`src/rtl/muldiv_unit_if.sv`:
```
// Request/result bundle between the core and the multiply/divide unit.
// The core drives the master side; the unit implements the slave side.
interface muldiv_unit_if #(parameter int WIDTH = 32);
    logic             start;
    logic [1:0]       op;
    logic [WIDTH-1:0] a;
    logic [WIDTH-1:0] b;
    logic             hi_we;
    logic             lo_we;
    logic [WIDTH-1:0] wdata;
    logic             busy;
    logic             done;
    logic [WIDTH-1:0] hi;
    logic [WIDTH-1:0] lo;

    modport master (
        output start, op, a, b, hi_we, lo_we, wdata,
        input  busy, done, hi, lo
    );

    modport slave (
        input  start, op, a, b, hi_we, lo_we, wdata,
        output busy, done, hi, lo
    );
endinterface

```
`src/rtl/muldiv_unit.sv`:
```
// Iterative radix-2 multiply/divide unit owning the HI/LO pair.
// Works on operand magnitudes and applies the sign fix in a single FIX cycle.
module muldiv_unit #(
    parameter int WIDTH = 32
) (
    input  logic         clk,
    input  logic         rst,
    muldiv_unit_if.slave bus
);
    localparam int CW = $clog2(WIDTH) + 1;

    typedef enum logic [1:0] {IDLE, CALC, FIX} state_t;

    state_t           state_q, state_d;
    logic [CW-1:0]    cnt_q, cnt_d;
    logic             is_div_q, is_div_d;
    logic             neg_res_q, neg_res_d;
    logic             neg_rem_q, neg_rem_d;
    logic             div0_q, div0_d;
    logic [WIDTH-1:0] acc_hi_q, acc_hi_d;
    logic [WIDTH-1:0] acc_lo_q, acc_lo_d;
    logic [WIDTH-1:0] opnd_q, opnd_d;
    logic [WIDTH-1:0] hi_q, hi_d;
    logic [WIDTH-1:0] lo_q, lo_d;
    logic             busy_q, busy_d;
    logic             done_q, done_d;

    logic               is_signed;
    logic [WIDTH-1:0]   a_mag, b_mag;
    logic [WIDTH:0]     add_sum, mul_sum, shifted;
    logic               no_borrow;
    logic [WIDTH-1:0]   sub_res;
    logic [2*WIDTH-1:0] prod, prod_neg;
    logic [WIDTH-1:0]   quo, rem;

    always_comb begin
        is_signed = ~bus.op[0];
        a_mag     = (is_signed && bus.a[WIDTH-1]) ? -bus.a : bus.a;
        b_mag     = (is_signed && bus.b[WIDTH-1]) ? -bus.b : bus.b;

        // Multiply: acc_hi is the running upper half, acc_lo shifts the multiplier out
        add_sum   = {1'b0, acc_hi_q} + {1'b0, opnd_q};
        mul_sum   = acc_lo_q[0] ? add_sum : {1'b0, acc_hi_q};

        // Divide: acc_hi is the partial remainder, acc_lo shifts dividend out / quotient in
        shifted   = {acc_hi_q, acc_lo_q[WIDTH-1]};
        no_borrow = (shifted >= {1'b0, opnd_q});
        sub_res   = shifted[WIDTH-1:0] - opnd_q;

        prod      = {acc_hi_q, acc_lo_q};
        prod_neg  = -prod;
        quo       = div0_q ? '1 : (neg_res_q ? -acc_lo_q : acc_lo_q);
        rem       = neg_rem_q ? -acc_hi_q : acc_hi_q;

        state_d   = state_q;
        cnt_d     = cnt_q;
        is_div_d  = is_div_q;
        neg_res_d = neg_res_q;
        neg_rem_d = neg_rem_q;
        div0_d    = div0_q;
        acc_hi_d  = acc_hi_q;
        acc_lo_d  = acc_lo_q;
        opnd_d    = opnd_q;
        hi_d      = hi_q;
        lo_d      = lo_q;
        busy_d    = busy_q;
        done_d    = 1'b0;

        case (state_q)
            IDLE: begin
                if (bus.hi_we) hi_d = bus.wdata;
                if (bus.lo_we) lo_d = bus.wdata;
                if (bus.start) begin
                    is_div_d  = bus.op[1];
                    neg_res_d = is_signed & (bus.a[WIDTH-1] ^ bus.b[WIDTH-1]);
                    neg_rem_d = is_signed & bus.a[WIDTH-1];
                    div0_d    = bus.op[1] & (bus.b == '0);
                    cnt_d     = '0;
                    acc_hi_d  = '0;
                    acc_lo_d  = bus.op[1] ? a_mag : b_mag;
                    opnd_d    = bus.op[1] ? b_mag : a_mag;
                    busy_d    = 1'b1;
                    state_d   = CALC;
                end
            end
            CALC: begin
                if (is_div_q) begin
                    acc_hi_d = no_borrow ? sub_res : shifted[WIDTH-1:0];
                    acc_lo_d = {acc_lo_q[WIDTH-2:0], no_borrow};
                end else begin
                    acc_hi_d = mul_sum[WIDTH:1];
                    acc_lo_d = {mul_sum[0], acc_lo_q[WIDTH-1:1]};
                end
                cnt_d = cnt_q + CW'(1);
                if (cnt_q == CW'(WIDTH - 1)) state_d = FIX;
            end
            FIX: begin
                if (is_div_q) begin
                    hi_d = rem;
                    lo_d = quo;
                end else begin
                    {hi_d, lo_d} = neg_res_q ? prod_neg : prod;
                end
                busy_d  = 1'b0;
                done_d  = 1'b1;
                state_d = IDLE;
            end
            default: begin
                busy_d  = 1'b0;
                state_d = IDLE;
            end
        endcase
    end

    always_ff @(posedge clk) begin
        if (rst) begin
            state_q   <= IDLE;
            cnt_q     <= '0;
            is_div_q  <= 1'b0;
            neg_res_q <= 1'b0;
            neg_rem_q <= 1'b0;
            div0_q    <= 1'b0;
            acc_hi_q  <= '0;
            acc_lo_q  <= '0;
            opnd_q    <= '0;
            hi_q      <= '0;
            lo_q      <= '0;
            busy_q    <= 1'b0;
            done_q    <= 1'b0;
        end else begin
            state_q   <= state_d;
            cnt_q     <= cnt_d;
            is_div_q  <= is_div_d;
            neg_res_q <= neg_res_d;
            neg_rem_q <= neg_rem_d;
            div0_q    <= div0_d;
            acc_hi_q  <= acc_hi_d;
            acc_lo_q  <= acc_lo_d;
            opnd_q    <= opnd_d;
            hi_q      <= hi_d;
            lo_q      <= lo_d;
            busy_q    <= busy_d;
            done_q    <= done_d;
        end
    end

    assign bus.busy = busy_q;
    assign bus.done = done_q;
    assign bus.hi   = hi_q;
    assign bus.lo   = lo_q;
endmodule

```
`src/flat_wrapper.sv`:
```
// flat-port wrapper written by rule: the top's interface ports become plain ports
module muldiv_unit_flat 
#(
    parameter int WIDTH = 32
)
  (clk, rst, bus_start, bus_op, bus_a, bus_b, bus_hi_we, bus_lo_we, bus_wdata, bus_busy, bus_done, bus_hi, bus_lo);
  muldiv_unit_if #(.WIDTH(WIDTH)) bus_i ();
  input  logic clk;
  input  logic rst;
  input wire logic [$bits(bus_i.start)-1:0] bus_start;
  input wire logic [$bits(bus_i.op)-1:0] bus_op;
  input wire logic [$bits(bus_i.a)-1:0] bus_a;
  input wire logic [$bits(bus_i.b)-1:0] bus_b;
  input wire logic [$bits(bus_i.hi_we)-1:0] bus_hi_we;
  input wire logic [$bits(bus_i.lo_we)-1:0] bus_lo_we;
  input wire logic [$bits(bus_i.wdata)-1:0] bus_wdata;
  output wire logic [$bits(bus_i.busy)-1:0] bus_busy;
  output wire logic [$bits(bus_i.done)-1:0] bus_done;
  output wire logic [$bits(bus_i.hi)-1:0] bus_hi;
  output wire logic [$bits(bus_i.lo)-1:0] bus_lo;
  assign bus_i.start = bus_start;
  assign bus_i.op = bus_op;
  assign bus_i.a = bus_a;
  assign bus_i.b = bus_b;
  assign bus_i.hi_we = bus_hi_we;
  assign bus_i.lo_we = bus_lo_we;
  assign bus_i.wdata = bus_wdata;
  assign bus_busy = bus_i.busy;
  assign bus_done = bus_i.done;
  assign bus_hi = bus_i.hi;
  assign bus_lo = bus_i.lo;
  muldiv_unit #(.WIDTH(WIDTH)) u_core (.clk(clk), .rst(rst), .bus(bus_i));
endmodule
```
`config.mk`:
```
export PLATFORM = sky130hd
export DESIGN_NAME = muldiv_unit_flat
export DESIGN_NICKNAME = d
export VERILOG_FILES = /design/src/rtl/muldiv_unit_if.sv /design/src/rtl/muldiv_unit.sv /design/src/flat_wrapper.sv
export SDC_FILE = /design/constraint.sdc
export NUM_CORES = 1
export LEC_CHECK = 0
export CAP_MARGIN = 20
export CORE_MARGIN = 2
export CORE_UTILIZATION = 41
export CTS_CLUSTER_SIZE = 20
export DETAILED_ROUTE_END_ITERATION = 10
export GPL_ROUTABILITY_DRIVEN = 0
export PLACE_DENSITY = 0.69
export SYNTH_ARGS = -nofsm -noshare
export SYNTH_HDL_FRONTEND = slang
export SYNTH_SLANG_ARGS = --single-unit
```
`constraint.sdc`:
```
create_clock -name clk -period 11 [get_ports clk]
set_clock_uncertainty 0.2 [all_clocks]
set_input_delay 1.1 -clock clk [delete_from_list [all_inputs] [get_ports clk]]
set_output_delay 1.1 -clock clk [all_outputs]
set_load 0.02 [all_outputs]
```
After elaboration in Yosys (flattened, before gate mapping)
Cells that the tools add are included.
- register bits after elaboration: 174
- $add $sub $neg: 8
- magnitude comparators: 1
- equal/unequal tests: 7
- mux-type cells: 30
- bitwise gates (word level): 6
- reductions and logical operators: 12
- operator list (kind ; number):
    $mux W32 ; 16
    $pmux W32 S2 ; 4
    $neg A32 Y32 ; 4
    $mux W64 ; 1
    $neg A64 Y64 ; 1
    $add A32 B32 Y33 ; 1
    $ge A33 B32 Y1 ; 1
    $mux W33 ; 1
    $logic_not A32 Y1 ; 1
    $sub A32 B32 Y32 ; 1
    $pmux W6 S2 ; 1
    $reduce_and A2 Y1 ; 6
    $add A6 B1 Y6 const B ; 1
    $eq A6 B5 Y1 const B ; 1
    $mux W6 ; 1
    $ne A2 B2 Y1 const B ; 3
    $mux W2 ; 2
    $pmux W2 S2 ; 1
    $reduce_bool A2 Y1 ; 2
    $and A1 B1 Y1 ; 3
    $eq A2 B1 Y1 const B ; 1
    $eq A2 B2 Y1 const B ; 1
    $logic_and A1 B1 Y1 ; 2
    $logic_not A2 Y1 ; 1
    5 further kinds ; 7

Depth between registers and ports, before layout
- depth in word-level cells: 6
- gate-level depth with buffers: 15

Worst setup path after synthesis
No wires, ideal clock.
- path type: flip-flop to flip-flop
- start: register u_core.acc_hi_q[0]
- end: register u_core.acc_hi_q[27]
- arrival time: 3263 ps
- data required time: 10683 ps
- path slack: 7420 ps
- cell stages (with the launch flop): 14
- path buffers: 0
- clock period less this slack: 3580 ps
- path through: dfxtp_1 -> ha_1 -> inv_1 -> fa_1 -> nand2b_1 -> a21o_1 -> a32oi_1 -> a41oi_1 -> o21ba_2 -> o311ai_0 -> a211oi_1 -> o21ai_0 -> nand3b_1 -> a32o_1
- word-level cells in the longest chain between the ends: 4
- elaborated cells on any way between the ends: 7
- ends and longest elaborated chain (element ; line ; source):
    start, declared ; muldiv_unit.sv:20 ; logic [WIDTH-1:0] acc_hi_q, acc_hi_d;
    start signal, assigned ; muldiv_unit.sv:137 ; acc_hi_q <= acc_hi_d;
    $add A32 B32 Y33 (tied with other cells) ; muldiv_unit.sv:42 ; add_sum = {1'b0, acc_hi_q} + {1'b0, opnd_q};
    $mux W33 / $mux W32 (equally long branches) ; muldiv_unit.sv:43, muldiv_unit.sv:88 ;
    $mux W32 (*) ; muldiv_unit.sv:87 ; if (is_div_q) begin
    $pmux W32 S2 (*) ; muldiv_unit.sv:69 ; case (state_q)
Mark *: on every way between the ends. The rest lies on a longest branch, timed or not.
A chain may end at the register's enable or synchronous reset.

Worst setup path in the final report
- start: register u_core.acc_hi_q[1]
- end: register u_core.acc_hi_q[28]
The elaborated chain is that of the path after synthesis.

==> impl_metrics.env <==
export IMPL_yosys_register_bits=174
export IMPL_stdcell_area_mm2=0.0171
export IMPL_first_iter_violations=1788
export IMPL_critical_path_class="reg -> reg"
export IMPL_avgSynthCellArea_um2=7.35
export IMPL_clock_root_buffer="clkbuf_16"
export IMPL_die_h_um=193
export IMPL_synth_top_cell_by_area="dfxtp_1"
export IMPL_io_buffers=168
export IMPL_cts_max_level=4
export IMPL_finalSetupViolCount=0
export IMPL_critPathRequiredTime_ps=11120
export IMPL_syn_nets=2165
export IMPL_die_w_um=193
export IMPL_synth_flop_cell="dfxtp_1"
export IMPL_nets=2230
export IMPL_antenna_found_initial=2
export IMPL_final_setup_tns_ps=0
export IMPL_min_path_type="reg -> reg"
export IMPL_r2r_cells=12
export IMPL_min_from="u_core.bus.hi[29]$_SDFFE_PP0P_"
export IMPL_cp_start_kind="flip-flop"
export IMPL_yosysWarnings=0
export IMPL_postCtsSetupBuffers=0
export IMPL_synth_common_cells="a21oi_1, nand2_1, nor2_1"
export IMPL_drv_slew=0
export IMPL_cts_sinks=174
export IMPL_drcViolationCount=0
export IMPL_clockBufferDepth=2
export IMPL_leakage_nw=6.46
export IMPL_synth_cell_types=74
export IMPL_cts_tree="built"
export IMPL_regToRegSetupSlack_ps=6630
export IMPL_ioPinCount=169
export IMPL_drive_gt1_frac=0.0469
export IMPL_totalWireLength_um=52800
export IMPL_cts_resized=0
export IMPL_via_count=15800
export IMPL_routedWlPerCell_um=20.9
export IMPL_relSlewSlack=0.285
export IMPL_path_max_fanout=46
export IMPL_ir_worst_vdd_v=0.000122
export IMPL_outcome="completed"
export IMPL_grt_max_degree=90
export IMPL_path_clk_slew_ps=80
export IMPL_die_area_mm2=0.0372
export IMPL_clkLatencyLatePin_ps=460
export IMPL_postPlaceCellArea_mm2=0.0165
export IMPL_power_density_mw_per_mm2=123
export IMPL_synth_area_top_cells="dfxtp_1, a21oi_1, ha_1"
export IMPL_grt_overflow=0
export IMPL_place_detailed_hpwl_um=40400
export IMPL_syn_area_mm2=0.0146
export IMPL_rsz0062_at_grt="no"
export IMPL_synth_top_cell_area_share=0.238
export IMPL_ctsHoldBuffers=0
export IMPL_synth_enable_flop_cells=0
export IMPL_vias_per_cell=6.26
export IMPL_crit_arrival_ps=4490
export IMPL_track_usage=0.278
export IMPL_holdPathStages=2
export IMPL_cap_viol_max_count=0
export IMPL_first_global_vias=14400
export IMPL_holdPathEnd="u_core.bus.hi[29]$_SDFFE_PP0P_"
export IMPL_hold_violations=0
export IMPL_grt_pass1_wl_um=80600
export IMPL_fmax_ghz=0.229
export IMPL_reg2reg_to="u_core.acc_hi_q[28]$_SDFFE_PP0P_"
export IMPL_ant_nets=0
export IMPL_cts_buffers=17
export IMPL_critPathCaptureType="flip-flop"
export IMPL_core_area_mm2=0.0353
export IMPL_first_pass_iters=6
export IMPL_fin_crit_sh=0.398
export IMPL_synthArstFlopShare=0
export IMPL_synth_seq_area_share=0.238
export IMPL_period_needed_ps=4370
export IMPL_synth_cells=1991
export IMPL_worst_slew_pin_slew_ps=1070
export IMPL_yosysMostFrequentCell="a21oi_1"
export IMPL_fp_row_count=69
export IMPL_timing_rr_start="u_core.acc_hi_q[1]$_SDFFE_PP0P_"
export IMPL_area_growth_pct=17.2
export IMPL_initial_core_util=0.414
registers in the layout, summed over array words and instances, names as in the netlist:
signal	count
u_core.neg_rem_q	1
u_core.div0_q	1
u_core.cnt_q	6
u_core.opnd_q	32
u_core.bus.done	1
u_core.acc_lo_q	32
u_core.acc_hi_q	32
u_core.bus.hi	32
u_core.bus.lo	32
u_core.is_div_q	1
u_core.neg_res_q	1
u_core.state_q	2
u_core.bus.busy	1
area by class of cell:
cell class / count / area [um2]
Antenna cell: 1 / 2.50
Clock buffer: 18 / 439
Clock inverter: 14 / 166
Fill cell: 3485 / 18200
Inverter: 73 / 274
Multi-Input combinational cell: 1601 / 10400
Sequential cell: 174 / 3490
Tap cell: 461 / 577
Timing Repair Buffer: 189 / 1830
how the worst max path moves through the flow:
stage               slack [ps]                             from  cells after the start                               end
floorplan                 7420  u_core.acc_hi_q[0]$_SDFFE_PP0P_                     13  u_core.acc_hi_q[27]$_SDFFE_PP0P_
global placement          6540                        bus_b[12]                     10  u_core.acc_lo_q[30]$_SDFFE_PP0P_
detailed placement        6510                         bus_a[0]                     11  u_core.acc_lo_q[24]$_SDFFE_PP0P_
CTS                       6780  u_core.acc_hi_q[1]$_SDFFE_PP0P_                     12  u_core.acc_hi_q[28]$_SDFFE_PP0P_
global route              6460  u_core.acc_hi_q[0]$_SDFFE_PP0P_                     13  u_core.acc_hi_q[31]$_SDFFE_PP0P_
finish                    6630  u_core.acc_hi_q[1]$_SDFFE_PP0P_                     12  u_core.acc_hi_q[28]$_SDFFE_PP0P_
cells in the final DEF, fill, tap and decap left out, types with 18 or more instances in the layout:
cell	Yosys	layout
nor4_1	20	20
nor3_1	36	35
a211oi_1	79	79
o211ai_1	42	42
ha_1	69	69
a21o_1	34	34
dfxtp_1	174	173
a31oi_1	19	19
buf_4	0	22
o221ai_1	18	18
nor2_1	191	189
nand2_1	200	200
xor2_1	72	72
inv_1	70	70
or3_1	18	18
a21oi_1	229	229
clkdlybuf4s50_1	0	166
o31ai_1	26	26
xnor2_1	98	98
mux2i_1	48	48
o21ai_0	114	113
nand3_1	31	31
per-layer routing:
metal / global-route usage / share of wire / up-vias
met4: 0.103 / 0.037 / 0
met3: 0.0418 / 0.10 / 114
met5: 0 / 0 / -
met2: 0.424 / 0.43 / 890
li1: - / - / 7421
met1: 0.394 / 0.43 / 7410
per-stage QoR:
step | util | total power [mW] | setup WS (ps) | std cells | hold WS [ps]
2_1_floorplan | - | 1.22 | 7420 | 1991 | 245
3_3_place_gp | 0.468 | 1.45 | 6540 | 2498 | 243
5_1_grt | 0.485 | 2.20 | 6460 | 2530 | 267
6_report | 0.485 | 2.11 | 6630 | 2531 | 257
4_1_cts | 0.485 | 2.09 | 6780 | 2530 | 258
3_5_place_dp | 0.468 | 1.47 | 6510 | 2498 | 248
power breakdown:
part / total [mW] / internal (mW) / switching [mW]
sequential: 0.749 / 0.673 / 0.0757
clock: 0.637 / 0.332 / 0.305
combinational: 0.724 / 0.293 / 0.431
total: 2.11 / 1.30 / 0.812
critical path, stage by stage, from the launching register on:
cell,delay (ps)
dfxtp_1,520
ha_1,360
o21ai_0,190
a21oi_1,110
o311ai_0,590
nand3_1,400
o211ai_1,490
o41ai_4,100
buf_4,300
or2_2,440
o21a_1,200
a221oi_1,270
a311oi_1,70
logic make-up (layout without fill, tap and decap cells):
family / count (synthesis) / count (layout) / share of synthesized area
muxes: 54 / 54 / 0.0375
buffers and inverters: 216 / 294 / 0.0563
and+or+nand+nor: 597 / 597 / 0.188
AOI/OAI and AO/OA: 709 / 709 / 0.317
adders and majority gates: 71 / 71 / 0.0618
xor gates and xnor gates: 170 / 170 / 0.102
DFF: 174 / 174 / 0.238
other: 0 / 1 / 0
Note: power is estimated with default switching activity, not from simulation.
